--- src/rtl/dm_arbiter_pkg.sv ---
// dm_arbiter_pkg: shared constants for the data-memory arbiter.
//   BE_/ME_ : byte-enable and memory-enable levels driven on the memory port
//   ST_*    : arbiter FSM state encodings
//   REQ_*   : requester IDs used for grants and the last-grant flag
package dm_arbiter_pkg;

    localparam logic [3:0] BE_NONE = 4'b0000;
    localparam logic       ME_OFF  = 1'b0;
    localparam logic       ME_ON   = 1'b1;

    localparam logic [1:0] ST_IDLE    = 2'd0;
    localparam logic [1:0] ST_CPU_ACC = 2'd1;
    localparam logic [1:0] ST_DMA_ACC = 2'd2;
    localparam logic [1:0] ST_DONE    = 2'd3;

    localparam logic REQ_CPU = 1'b0;
    localparam logic REQ_DMA = 1'b1;

    function automatic logic st_is_acc(input logic [1:0] s);
        return (s == ST_CPU_ACC) || (s == ST_DMA_ACC);
    endfunction

endpackage

--- src/rtl/dm_arb_pick.sv ---
// dm_arb_pick: two-way winner selection for the data-memory arbiter.
//   cpu_req, dma_req : pending requests
//   last_gnt         : requester granted most recently (REQ_CPU/REQ_DMA)
//   gnt_id           : winning requester ID
//   gnt_valid        : at least one request pending
// A tie goes to the requester that was not granted last; feeding a constant
// REQ_DMA as last_gnt turns this into fixed CPU priority.
module dm_arb_pick
    import dm_arbiter_pkg::*;
(
    input  logic cpu_req,
    input  logic dma_req,
    input  logic last_gnt,
    output logic gnt_id,
    output logic gnt_valid
);

    assign gnt_valid = cpu_req | dma_req;
    assign gnt_id    = (cpu_req & dma_req) ? ((last_gnt == REQ_CPU) ? REQ_DMA : REQ_CPU)
                                           : (cpu_req ? REQ_CPU : REQ_DMA);

endmodule

--- src/rtl/dm_arbiter.sv ---
// dm_arbiter: arbitrates CPU (M-stage) and DMA/loader accesses onto one data-memory port.
//   clk, reset                : clock, synchronous active-high reset
//   cpu_req/we/addr/wdata/be  : CPU request; cpu_stall, cpu_done, cpu_rdata back to the pipeline
//   dma_req/we/addr/wdata/be  : DMA request; dma_done, dma_rdata back to the loader
//   dm_en/we/addr/wdata/be    : memory command, dm_work while an access is in flight
//   dm_rdata, dm_ready        : memory read data and completion strobe
// Build option: define DM_ARB_RR_EN for round-robin tie breaking; otherwise the
// CPU always wins a tie and no last-grant flag is kept.
module dm_arbiter
    import dm_arbiter_pkg::*;
(
    input  logic        clk,
    input  logic        reset,
    input  logic        cpu_req,
    input  logic        cpu_we,
    input  logic [31:0] cpu_addr,
    input  logic [31:0] cpu_wdata,
    input  logic [3:0]  cpu_be,
    output logic        cpu_stall,
    output logic        cpu_done,
    output logic [31:0] cpu_rdata,
    input  logic        dma_req,
    input  logic        dma_we,
    input  logic [31:0] dma_addr,
    input  logic [31:0] dma_wdata,
    input  logic [3:0]  dma_be,
    output logic        dma_done,
    output logic [31:0] dma_rdata,
    output logic        dm_en,
    output logic        dm_we,
    output logic [31:0] dm_addr,
    output logic [31:0] dm_wdata,
    output logic [3:0]  dm_be,
    input  logic [31:0] dm_rdata,
    input  logic        dm_ready,
    output logic        dm_work
);

    logic [1:0]  state_q, state_d;
    logic        win_q, win_d;
    logic        cmd_we_q, cmd_we_d;
    logic [31:0] cmd_addr_q, cmd_addr_d;
    logic [31:0] cmd_wdata_q, cmd_wdata_d;
    logic [3:0]  cmd_be_q, cmd_be_d;
    logic [31:0] cpu_rdata_q, cpu_rdata_d;
    logic [31:0] dma_rdata_q, dma_rdata_d;
    logic        gnt_id, gnt_valid, last_gnt, pick_cpu, acc;

`ifdef DM_ARB_RR_EN
    logic last_q, last_d;

    assign last_gnt = last_q;

    // The flag moves only when an access is actually started.
    always_comb last_d = (state_q == ST_IDLE && gnt_valid) ? gnt_id : last_q;

    always_ff @(posedge clk) begin
        if (reset) last_q <= REQ_DMA;
        else       last_q <= last_d;
    end
`else
    assign last_gnt = REQ_DMA;
`endif

    dm_arb_pick u_pick (
        .cpu_req   (cpu_req),
        .dma_req   (dma_req),
        .last_gnt  (last_gnt),
        .gnt_id    (gnt_id),
        .gnt_valid (gnt_valid)
    );

    assign pick_cpu = gnt_id == REQ_CPU;
    assign acc      = st_is_acc(state_q);

    always_comb begin
        state_d     = state_q;
        win_d       = win_q;
        cmd_we_d    = cmd_we_q;
        cmd_addr_d  = cmd_addr_q;
        cmd_wdata_d = cmd_wdata_q;
        cmd_be_d    = cmd_be_q;
        cpu_rdata_d = cpu_rdata_q;
        dma_rdata_d = dma_rdata_q;
        case (state_q)
            ST_IDLE: if (gnt_valid) begin
                state_d     = pick_cpu ? ST_CPU_ACC : ST_DMA_ACC;
                win_d       = gnt_id;
                cmd_we_d    = pick_cpu ? cpu_we    : dma_we;
                cmd_addr_d  = pick_cpu ? cpu_addr  : dma_addr;
                cmd_wdata_d = pick_cpu ? cpu_wdata : dma_wdata;
                cmd_be_d    = pick_cpu ? cpu_be    : dma_be;
            end
            ST_CPU_ACC, ST_DMA_ACC: if (dm_ready) begin
                state_d     = ST_DONE;
                cpu_rdata_d = (!cmd_we_q && win_q == REQ_CPU) ? dm_rdata : cpu_rdata_q;
                dma_rdata_d = (!cmd_we_q && win_q == REQ_DMA) ? dm_rdata : dma_rdata_q;
            end
            default: state_d = ST_IDLE;
        endcase
    end

    always_ff @(posedge clk) begin
        if (reset) begin
            state_q     <= ST_IDLE;
            win_q       <= REQ_CPU;
            cmd_we_q    <= 1'b0;
            cmd_addr_q  <= 32'h0;
            cmd_wdata_q <= 32'h0;
            cmd_be_q    <= BE_NONE;
            cpu_rdata_q <= 32'h0;
            dma_rdata_q <= 32'h0;
        end else begin
            state_q     <= state_d;
            win_q       <= win_d;
            cmd_we_q    <= cmd_we_d;
            cmd_addr_q  <= cmd_addr_d;
            cmd_wdata_q <= cmd_wdata_d;
            cmd_be_q    <= cmd_be_d;
            cpu_rdata_q <= cpu_rdata_d;
            dma_rdata_q <= dma_rdata_d;
        end
    end

    assign dm_en     = acc ? ME_ON : ME_OFF;
    assign dm_work   = acc;
    assign dm_we     = acc & cmd_we_q;
    assign dm_be     = acc ? cmd_be_q : BE_NONE;
    assign dm_addr   = cmd_addr_q;
    assign dm_wdata  = cmd_wdata_q;
    assign cpu_done  = (state_q == ST_DONE) && (win_q == REQ_CPU);
    assign dma_done  = (state_q == ST_DONE) && (win_q == REQ_DMA);
    // Dropping the stall in the done cycle lets the stage advance on that edge.
    assign cpu_stall = cpu_req & ~cpu_done;
    assign cpu_rdata = cpu_rdata_q;
    assign dma_rdata = dma_rdata_q;

endmodule

--- config.mk ---
export PLATFORM = sky130hd
export DESIGN_NAME = dm_arbiter
export DESIGN_NICKNAME = d
export VERILOG_FILES = /design/src/rtl/dm_arbiter_pkg.sv /design/src/rtl/dm_arb_pick.sv /design/src/rtl/dm_arbiter.sv
export SDC_FILE = /design/constraint.sdc
export NUM_CORES = 1
export LEC_CHECK = 0
export BUFFER_PORTS_ARGS = -buffer_cell sky130_fd_sc_hd__buf_2
export CORE_ASPECT_RATIO = 1.4
export CORE_MARGIN = 3
export CORE_UTILIZATION = 30
export CTS_BUF_LIST = sky130_fd_sc_hd__clkbuf_4 sky130_fd_sc_hd__clkbuf_8
export DETAILED_ROUTE_END_ITERATION = 8
export GPL_ROUTABILITY_DRIVEN = 0
export PLACE_DENSITY = 0.6
export SYNTH_ARGS = -nofsm -noshare
export SYNTH_HDL_FRONTEND = slang
export SYNTH_SLANG_ARGS = --single-unit
--- constraint.sdc ---
create_clock -name clk -period 4.5 [get_ports clk]
set_input_delay 0.45 -clock clk [delete_from_list [all_inputs] [get_ports clk]]
set_output_delay 0.45 -clock clk [all_outputs]
set_load 0.01 [all_outputs]
[Word-level counts from Yosys, hierarchy flattened]
Cells that the tools add are included.
Word-level totals
  flip-flop bits (word level): 136
  output and inout port bits: 138
  input port bits: 175
Operators by class
  bitwise gates (word level): 6
  equality and inequality tests: 5
  muxes and demuxes: 12
  reductions and logical operators: 12
Operator list (count)
  2-to-1 mux 32 bit: 2
  2-to-1 mux 4 bit: 2
  2-to-1 mux 2 bit: 3
  AND reduction 3 bit: 2
  == test 2 bit (second input constant): 2
  logical AND 1 bit: 4
  2-to-1 mux 1 bit: 4
  inequality test 2 bit (second input constant): 2
  one-hot mux 2 bit (2 select lines): 1
  AND reduction 2 bit: 2
  bitwise AND 1 bit: 3
  == test 2 x 1 -> 1 bit (second input constant): 1
  zero test 2 bit: 1
  inverter 1 bit: 2
  OR reduction 2 bit: 1
  zero test 1 bit: 1
  logical OR 1 bit: 1
  bitwise OR 1 bit: 1

[Logic depth before layout (Yosys ltp)]
Gate-level depths: netlist (run 1).
  depth in word-level cells: 5
  depth in mapped cells: 8
  depth with buffers taken out: 5

[Hierarchy]
Synthesis (run 1) repeated with hierarchy kept, for this count alone.
Unflattened totals
  cell total of the unflattened synthesis: 626
  area, all modules: 5559.1 µm²
By module, submodules not included
  dm_arbiter: cells an instance 623, instances 1, sequential area each 2722.6 µm², area an instance 5544.1 µm²
  dm_arb_pick: cells an instance 3, instances 1, sequential area each 0.0 µm², area an instance 15.0 µm²

[Worst setup path after synthesis (run 1)]
No wires, ideal clock.
  kind: flip-flop to flip-flop
  from: reg state_q[0]
  to: reg dma_rdata_q[1] (netlist: dma_rdata[1])
  stages on the path, launching flop included: 9
  setup slack: 2904 ps
  data arrival time: 1456 ps
  buffers on the path: 3
  cell sequence: dfxtp_1 inv_1 ha_1 buf_4 and4b_1 buf_4 buf_6 nand2_1 a21oi_1
On the way
  cells in the longest elaborated chain, start to end: 3
Ends and longest elaborated chain
  from (decl): line dm_arbiter.sv:39  | logic [1:0] state_q, state_d;
  from (signal assigned): line dm_arbiter.sv:114  | state_q <= state_d;
  == test 2 x 1 -> 1 bit / == test 2 bit (equally long branches): line dm_arbiter.sv:85  | case (state_q)
  OR reduction 2 bit *: line dm_arbiter.sv:85
  AND reduction 3 bit (no line) *
  to (signal assigned): line dm_arbiter.sv:121  | dma_rdata_q <= dma_rdata_d;
  to (decl): line dm_arbiter.sv:46  | logic [31:0] dma_rdata_q, dma_rdata_d;
Every way passes the cells marked *; elsewhere a longest branch is shown, timed or not.
A chain may end at the register's enable or synchronous reset.

[Worst setup path after layout (run 1)]
  from: reg state_q[0]
  to: reg cmd_addr_q[3] (netlist: dm_addr[3])
On the way
  cells in the longest elaborated chain, start to end: 2
Ends and longest elaborated chain
  zero test 2 bit: line dm_arbiter.sv:85
  AND reduction 2 bit (no line)
  to (signal assigned): line dm_arbiter.sv:117  | cmd_addr_q <= cmd_addr_d;
  to (decl): line dm_arbiter.sv:42  | logic [31:0] cmd_addr_q, cmd_addr_d;
Every way passes these cells.

==> results of run 1 <==
==> logic make-up (layout without fill, tap and decap cells) <==
| logic type | after synthesis | count (layout) | share of synthesized area, % |
|---|---|---|---|
| compound gates | 140 | 140 | 17.3 |
| mux | 69 | 69 | 12.2 |
| fa+ha+maj | 2 | 2 | 0.441 |
| simple gates | 215 | 215 | 15.4 |
| flops | 136 | 136 | 48.0 |
| buf+inv | 57 | 354 | 6.72 |
==> registers in the layout, indices dropped and copies added, names as in the netlist <==
name and cells:
dm_addr 32, cmd_we_q 1, dm_wdata 32, dma_rdata 32
cmd_be_q 4, state_q 2, cpu_rdata 32, win_q 1
==> worst min-delay path: cells and delay by family <==
family	cells	cell delay (ns)
buf+inv	1	0.10
simple gates	1	0.05
compound gates	1	0.05
==> per-layer routing <==
layer | global-route usage [%] | vias up | share of wire [%]
met5 | 0 | - | 0
met4 | 5.70 | 0 | 2.3
met3 | 3.88 | 20 | 7.1
met2 | 28.3 | 197 | 51
met1 | 17.2 | 2307 | 40
li1 | - | 2697 | -
==> cell type report <==
cell class                 count  share of cell area, %
sequential                   136                   35.6
multi-input combinational    426                   33.7
timing repair buffer         320                   21.2
tap                          240                   3.92
clock buffer                  19                   3.42
clock inverter                13                   2.06
inverter                       2                 0.0981
==> cell usage in the layout, fill, tap and decap left out <==
cell type	count
clkbuf_8	19
nand2_1	128
inv_6	6
o21a_4	1
inv_1	2
o2111ai_1	1
buf_2	310
a21oi_1	64
mux2i_1	69
nor2b_1	3
and4bb_2	1
nand4_1	1
ha_1	2
a21oi_2	1
bufinv_16	2
dfxtp_1	136
nor2_1	70
nand4b_1	1
or3b_1	1
and2_1	6
and2_4	1
clkinvlp_4	3
a21o_1	1
a211oi_1	54
and4b_1	1
buf_4	10
a211oi_2	16
nand4bb_1	1
o31ai_2	2
nand2b_1	1
inv_8	2
==> power by group <==
part | internal (W) | switching, W
clock network | 0.000541 | 0.000522
logic | 0.000549 | 0.000824
registers | 0.00150 | 0.000142
total | 0.00259 | 0.00149
==> per-stage QoR <==
stage | instance area [µm²] | setup WS [ns] | total power, W | util (%)
global route | 7650 | 2.02 | 0.00438 | 41.9
CTS | 7650 | 2.24 | 0.00416 | 41.9
global placement | 7240 | 2.16 | 0.00305 | 39.6
detailed placement | 7240 | 2.11 | 0.00308 | 39.6
floorplan | 5680 | 2.90 | 0.00260 | -
finish | 7650 | 2.32 | 0.00408 | 41.9
==> worst max-delay path by stage <==
stage	slack, ns	from	end	cells after the start
CTS	2.24	state_q[0]	dm_be[2]	4
floorplan	2.90	state_q[0]	dma_rdata[1]	8
detailed placement	2.11	cpu_req	dm_addr[19]	5
finish	2.32	state_q[0]	dm_addr[3]	6
global placement	2.16	cpu_req	dm_addr[18]	5
global route	2.02	state_q[0]	dm_addr[22]	6
==> impl_metrics.tcl, run 1 <==
set metrics [dict create \
    critPathTopFamily "compound AO/OA/AOI/OAI gates" \
    path_max_fanout 72 \
    regArea_mm2 0.00272 \
    die_area_mm2 0.0206 \
    num_antenna_cells 0 \
    r2r-end "dm_addr[3]" \
    crit_path_start_kind "flip-flop" \
    rows 58 \
    via_per_inst 4.52 \
    grt_max_degree 73 \
    clkSinkCount 136 \
    syn-num-nets 796 \
    fin_tns_setup_ns 0 \
    crit_slowest_cell "o21a_4" \
    fmax_mhz 459 \
    path_clk_slew_ns 0.09 \
    cts-root-buf "clkbuf_8" \
    rsz0062_at_grt "false" \
    final-setup-viol-count 0 \
    fin_crit_sh_pct 48.4 \
    layout-drive-gt1-share_pct 40.8 \
    ys_top_cells_by_count "dfxtp_1, nand2_1, nor2_1, mux2i_1, a21oi_1" \
    synth_area_leader_cell "dfxtp_1" \
    rr_worst_depth 6 \
    ant_nets 0 \
    syn_avg_cell_area_um2 9.17 \
    dr.pass1.iters 5 \
    io_pins 313 \
    post_cts_buffers 0 \
    hold_path.class "in -> reg" \
    grt_pass1_vias 5020 \
    vias 5221 \
    ys_warn_count 0 \
    grt_antenna_before_repair 0 \
    ctsHtreeMaxLevel 4 \
    synthFlopType "dfxtp_1" \
    synth_top_area_share_pct 48.0 \
    syn_area_mm2 0.00568 \
    worstPathCellList "inv_1, ha_1, o21a_4, buf_4, nor2_1, a211oi_1" \
    yosysMostFrequentCell "dfxtp_1" \
    die_h_um 169 \
    routedWlPerCell_um 14.3 \
    cts_made_buffers 17 \
    holdPathStages 3 \
    dp_cells 1124 \
    dieWidth_um 122 \
    powerDensity_mw_per_mm2 533 \
    skew_ns 0.0157 \
    cpPeakStageDelay_ns 0.67 \
    synth_area_leaders "dfxtp_1, mux2i_1, nand2_1, a211oi_1, a21oi_1" \
    core_area_mm2 0.0183 \
    place_hpwl_mm 12.5 \
    synth-edff-count 0 \
    netlist_instances 619 \
    start_util_pct 31.0 \
    worst_pin_slew_ns 0.858 \
    worstHoldStart "dm_rdata[1]" \
    cap_viol_max_count 0 \
    critPathBufInv 2 \
    fillers 1931 \
    synth_cell_types 29 \
    max_slew_margin_pct 42.8 \
    place.port_buffers 312 \
    cts_tree "built" \
    drv_slew 0 \
    clockBufferDepth 2 \
    nets 1080 \
    cp-end-kind "flip-flop" \
    r2r_start "state_q[0]" \
    worstPathArrival_ns 2.51 \
    whs_ns 0.266 \
    total_leakage_power_nw 3.65 \
    final-hold-violation-count 0 \
    worstSetupPathType "reg -> reg" \
    cts_hold_buf 0 \
    holdPathEnd "cpu_rdata[1]" \
    clk_latency_ns 0.42 \
    grt_remaining_overflow 0 \
    status "completed" \
    synth-seq-area-share_pct 48.0 \
    multi_input_area_mm2 0.00258 \
    ff2ff_setup_slack_ns 2.32 \
    synth.ff_latch_count 136 \
    drc_errors 0 \
    fin_crit_ns 2.18 \
    syn_to_final_growth_pct 34.8 \
    ir_worst_vdd_mv 0.259 \
    drtIter0Drc 284 \
    grt.total_usage_pct 15.5 \
    grt_pass1_wl_mm 25.4 \
    stdcell_count 1156 \
    wl_mm 16.5 \
    synthArstFlopShare_pct 0 \
    ctsResizeCount 0 \
    cp_data_required_time_ns 4.83 \
]
Power figures use the tool's default switching activity.
==> inputs of run 2 (changes only) <==
==> constraint.sdc (replaced) <==
create_clock -name clk -period 2.1 [get_ports clk]
set_input_delay 0.21 -clock clk [delete_from_list [all_inputs] [get_ports clk]]
set_output_delay 0.21 -clock clk [all_outputs]
set_load 0.01 [all_outputs]
==> run 2 against run 1 <==
  * Sequential power is 110% higher
  * Die area unchanged
  * Worst setup slack got worse by 2.1 ns
  * Routed wire length is 2.6% higher
  * Design area increased by 5.7%
  * Combinational power grew 130%
  * Critical path depth down 1
  * Cell count up 3.4%
  * Count of clock-buffer cells in the layout decreased by 2
  * Critical endpoint is now dm_be[1]
==> impl_metrics.tcl, run 2 (synthesis gave the netlist of run 1 again) <==
set metrics [dict create \
    final-hold-violation-count 0 \
    cts_made_buffers 17 \
    num_antenna_cells 0 \
    holdPathStages 3 \
    ff2ff_setup_slack_ns 0.44 \
    gr-usage-met2_pct 28.4 \
    use_met1_pct 18.4 \
    die_h_um 169 \
    dieWidth_um 122 \
    cp_data_required_time_ns 1.89 \
    skew_ns 0.0122 \
    grt_pass1_vias 5226 \
    final_common_cell "buf_2" \
    post_cts_buffers 0 \
    start_util_pct 31.0 \
    hold_path.class "in -> reg" \
    grt_busiest_layer "met2" \
    fmax_mhz 523 \
    powerDensity_mw_per_mm2 1090 \
    syn_to_final_growth_pct 42.5 \
    fin_tns_setup_ns 0 \
    clk_latency_ns 0.43 \
    ctsResizeCount 0 \
    drc_errors 0 \
    gr-usage-met3_pct 3.51 \
    intPower_w 0.00552 \
    path_max_fanout 8 \
    ir_worst_vdd_mv 0.370 \
    sw_frac_of_total_pct 37.2 \
    worstPathArrival_ns 1.70 \
    cap_viol_max_count 0 \
    via_per_inst 4.53 \
    pwr-share-clk_pct 24.4 \
    cts-root-buf "clkbuf_8" \
    crit_path_start_kind "flip-flop" \
    grt_remaining_overflow 0 \
    fin_util_pct 44.2 \
    place.port_buffers 312 \
    nets 1119 \
    max_slew_margin_pct 67.4 \
    vias 5414 \
    status "completed" \
    fin_crit_sh_pct 91.0 \
    worstSetupPathType "reg -> out" \
    finalInstanceArea_mm2 0.00809 \
    clkSinkCount 136 \
    fin_crit_ns 1.91 \
    total_leakage_power_nw 3.82 \
    grt.total_usage_pct 15.9 \
    place_hpwl_mm 12.4 \
    grt_pass1_wl_mm 26.0 \
    clockBufferDepth 2 \
    worstPathCellList "inv_1, ha_1, buf_4, and2_1, buf_2" \
    path_depth 5 \
    wl_mm 16.9 \
    dpl_cell_area_mm2 0.00738 \
    cts_hold_buf 32 \
    rr_worst_depth 6 \
    rows 58 \
    die_area_mm2 0.0206 \
    dpl_worst_slack_ns 0.443 \
    p_seq_share_pct 40.1 \
    switching_power_w 0.00326 \
    io_pins 313 \
    comb_power_share_pct 35.5 \
    core_area_mm2 0.0183 \
    timing.final.ws_setup_ns 0.188 \
    cpPeakStageDelay_ns 0.37 \
    grt_max_degree 57 \
    cp-end-kind "output pin" \
    ant_nets 0 \
    rsz0062_at_grt "false" \
    path_clk_slew_ns 0.09 \
    critPathBufInv 3 \
    cts_tree "built" \
    layout-drive-gt1-share_pct 39.9 \
    layout_common_cells "buf_2, dfxtp_1, nand2_1" \
    final-setup-viol-count 0 \
    grt_antenna_before_repair 0 \
    worst_pin_slew_ns 0.489 \
    drv_slew 0 \
    drtIter0Drc 289 \
    routedWlPerCell_um 14.2 \
    critPathTopFamily "buffers and inverters" \
    ctsHtreeMaxLevel 4 \
    fillers 1910 \
    dr.pass1.iters 4 \
    crit_slowest_cell "ha_1" \
]
-- run 2: cell count changes in the layout (fill, tap and decap cells not counted), sizes merged --
| cell | delta |
|---|---|
| clkbuf | -2 |
| dlygate4sd3 | +32 |
| bufinv | -1 |
| clkinvlp | +2 |
| clkinv | +1 |
| buf | +7 |
-- run 2: worst register-to-register path: stages, from the launching register on --
cell and delay [ns]:
dfxtp_1 0.34, inv_1 0.06, ha_1 0.38, and4bb_2 0.24, buf_4 0.33, nand2_1 0.10, a21oi_1 0.14
-- run 2: final timing paths --
| check | from | to |
|---|---|---|
| setup reg to reg | state_q[0] | cpu_rdata[6] |
| setup / recovery | state_q[0] | dm_be[1] |
| hold reg to reg | dma_rdata[3] | dma_rdata[3] |
| hold / removal | dma_addr[17] | dm_addr[17] |
-- run 2: per-layer routing --
layer,vias to the layer above,part of all wire [%]
met5,-,0
met4,0,1.9
met3,18,6.3
met2,213,52
met1,2411,40
li1,2772,-
-- run 2: final cells by class --
| type | instances | area, µm² | share of cell area, % |
|---|---|---|---|
| multi-input combinational | 426 | 2580 | 31.9 |
| timing repair buffer | 359 | 2090 | 25.8 |
| sequential | 136 | 2720 | 33.7 |
| tap | 240 | 300 | 3.71 |
| inverter | 2 | 7.51 | 0.0928 |
| clock buffer | 17 | 234 | 2.89 |
| clock inverter | 15 | 159 | 1.96 |
-- run 2: power groups by stage --
stage / Sequential [W] / Combinational (W) / Clock (W)
6_report: 0.00352 / 0.00312 / 0.00214
5_1_grt: 0.00361 / 0.00349 / 0.00234
4_1_cts: 0.00352 / 0.00319 / 0.00225
3_5_place_dp: 0.00358 / 0.00314 / 0
3_3_place_gp: 0.00357 / 0.00311 / 0
2_1_floorplan: 0.00385 / 0.00171 / 0
-- run 2: metrics by stage --
stage          total power [W]  hold WS, ns  instances
6_report               0.00878        0.107       1195
5_1_grt                0.00945       0.0750       1195
4_1_cts                0.00896       0.0593       1195
3_5_place_dp           0.00672        0.443       1131
3_3_place_gp           0.00668        0.439       1131
2_1_floorplan          0.00556        0.346        619
==> inputs of run 3 (changes only) <==
--- a/config.mk
+++ b/config.mk
@@ -5,14 +5,14 @@
 export SDC_FILE = /design/constraint.sdc
 export NUM_CORES = 1
 export LEC_CHECK = 0
-export BUFFER_PORTS_ARGS = -buffer_cell sky130_fd_sc_hd__buf_2
 export CORE_ASPECT_RATIO = 1.4
 export CORE_MARGIN = 3
 export CORE_UTILIZATION = 30
 export CTS_BUF_LIST = sky130_fd_sc_hd__clkbuf_4 sky130_fd_sc_hd__clkbuf_8
 export DETAILED_ROUTE_END_ITERATION = 8
+export DONT_BUFFER_PORTS = 1
 export GPL_ROUTABILITY_DRIVEN = 0
-export PLACE_DENSITY = 0.6
+export PLACE_DENSITY = 0.46
 export SYNTH_ARGS = -nofsm -noshare
 export SYNTH_HDL_FRONTEND = slang
 export SYNTH_SLANG_ARGS = --single-unit
==> run 3 against run 2 <==
  * The run now ends with hold timing left
  * Sequential cell count is the same
  * Global-route usage shrank 1.8 points
  * Die area is the same
  * Worst hold slack lost 0.25 ns
  * Core utilization shrank 10 points
  * Non-clock buffer count shrank 342
  * Routed wire length shrank 10%
  * Fmax shrank 4.5%
  * Clock power shrank 6%
  * Design area shrank 24%
  * Critical path depth grew 1
  * Critical endpoint is now state_q[1]
  * Largest cell class unchanged
  * Largest power group unchanged
==> impl_metrics.tcl, run 3 (synthesis gave the netlist of run 1 again) <==
set metrics [dict create \
    grt_pass1_vias 4202 \
    worstPathCellList "inv_1, ha_4, or3b_1, and2_4, o31ai_2, dlygate4sd3_1" \
    nets 777 \
    final_common_cell "dfxtp_1" \
    ant_nets 0 \
    fmax_mhz 500 \
    worst_pin_slew_ns 0.386 \
    totalPowerFinal_w 0.00792 \
    cts_made_buffers 17 \
    io_pins 313 \
    cap_viol_max_count 0 \
    total_leakage_power_nw 2.28 \
    cp-end-kind "flip-flop" \
    path_clk_slew_ns 0.07 \
    crit_path_start_kind "flip-flop" \
    rows 58 \
    grt.total_usage_pct 14.1 \
    powerDensity_mw_per_mm2 1280 \
    routedWlPerCell_um 17.9 \
    cts_tree "built" \
    skew_ns 0.00825 \
    drv_slew 0 \
    rr_worst_depth 6 \
    start_util_pct 31.0 \
    cp_data_required_time_ns 2.47 \
    violations "hold timing" \
    path_max_fanout 6 \
    layout_common_cells "dfxtp_1, nand2_1, nor2_1" \
    drc_errors 0 \
    fin_tns_setup_ns 0 \
    fillers 1943 \
    multi_input_area_mm2 0.00259 \
    grt_antenna_before_repair 0 \
    vias 4250 \
    wl_mm 15.2 \
    core_area_mm2 0.0183 \
    ff2ff_setup_slack_ns 0.1 \
    place.port_buffers 0 \
    clockBufferDepth 2 \
    r2r_start "state_q[0]" \
    cpPeakStageDelay_ns 0.57 \
    dpl_worst_slack_ns 0.404 \
    fin_crit_sh_pct 95.3 \
    dieWidth_um 122 \
    clkSinkCount 136 \
    hold_path.class "in -> reg" \
    status "complete, but fails checks" \
    worstHoldStart "reset" \
    regArea_mm2 0.00272 \
    clk_latency_ns 0.42 \
    final-hold-violation-count 127 \
    whs_ns -0.146 \
    via_per_inst 4.99 \
    fin_crit_ns 2.00 \
    num_antenna_cells 0 \
    max_slew_margin_pct 74.2 \
    r2r-end "state_q[1]" \
    drtIter0Drc 205 \
    holdPathStages 1 \
    worstPathArrival_ns 2.37 \
    ctsHtreeMaxLevel 4 \
    grt_pass1_wl_mm 22.9 \
    crit_slowest_cell "dlygate4sd3_1" \
    syn_to_final_growth_pct 8.77 \
    worstSetupPathType "reg -> reg" \
    timing.final.ws_setup_ns 0.0984 \
    die_area_mm2 0.0206 \
    dr.pass1.iters 4 \
    grt_max_degree 138 \
    cts-root-buf "clkbuf_8" \
    final-setup-viol-count 0 \
    grt_remaining_overflow 0 \
    die_h_um 169 \
    layout-drive-gt1-share_pct 9.82 \
    ir_worst_vdd_mv 0.472 \
    place_hpwl_mm 10.8 \
    holdPathEnd "cpu_rdata[21]" \
]
## run 3: cell type report
cell class                 count  area share [%]
inverter                       2           0.122
sequential                   136            44.1
tap                          240            4.86
clock inverter                10            1.60
timing repair buffer          17            3.00
clock buffer                  20            4.36
multi-input combinational    426            42.0
## run 3: metrics by stage
stage	instances	util [%]	instance area (µm²)
after CTS	850	33.6	6140
after floorplan	619	-	5680
after global routing	851	33.8	6170
after global placement	811	31.1	5690
after detailed placement	811	31.1	5690
final	851	33.8	6170
## run 3: what timing repair did
action,in CTS,in global routing
buffers inserted,0,0
endpoints found under the hold margin,136,128
gates resized for setup,0,4
hold buffers,9,1
endpoints found under the setup margin,0,1
## run 3: critical path, delay by kind of cell (launching register included)
family	cells	cell delay, ns
fa+ha+maj	1	0.19
compound gates	1	0.16
flops	1	0.32
buf+inv	2	0.71
simple gates	2	0.57
## run 3: worst max-delay path by stage
stage,from,endpoint,slack (ns),cells after the start
after floorplan,state_q[0],dma_rdata[1],0.50,8
after detailed placement,state_q[0],dm_addr[8],0.40,6
final,state_q[0],state_q[1],0.1,6
after global placement,state_q[0],cpu_rdata[30],0.48,6
after global routing,state_q[0],state_q[1],-0.003,6
after CTS,state_q[0],state_q[0],0.02,7
## run 3: routing by layer
layer	up-vias	share of wire (%)	global-route usage (%)
li1	2094	-	-
met1	1926	36	14.9
met4	0	1.8	5.56
met3	14	11	6.38
met5	-	0	0
met2	216	50	24.3
## run 3: power breakdown
group / internal [W] / total (W) / leakage [nW] / switching (W)
Clock: 0.00100 / 0.00202 / 0.173 / 0.00102
Sequential: 0.00322 / 0.00398 / 1.12 / 0.000758
Combinational: 0.000818 / 0.00192 / 0.991 / 0.00110
Total: 0.00504 / 0.00792 / 2.28 / 0.00288
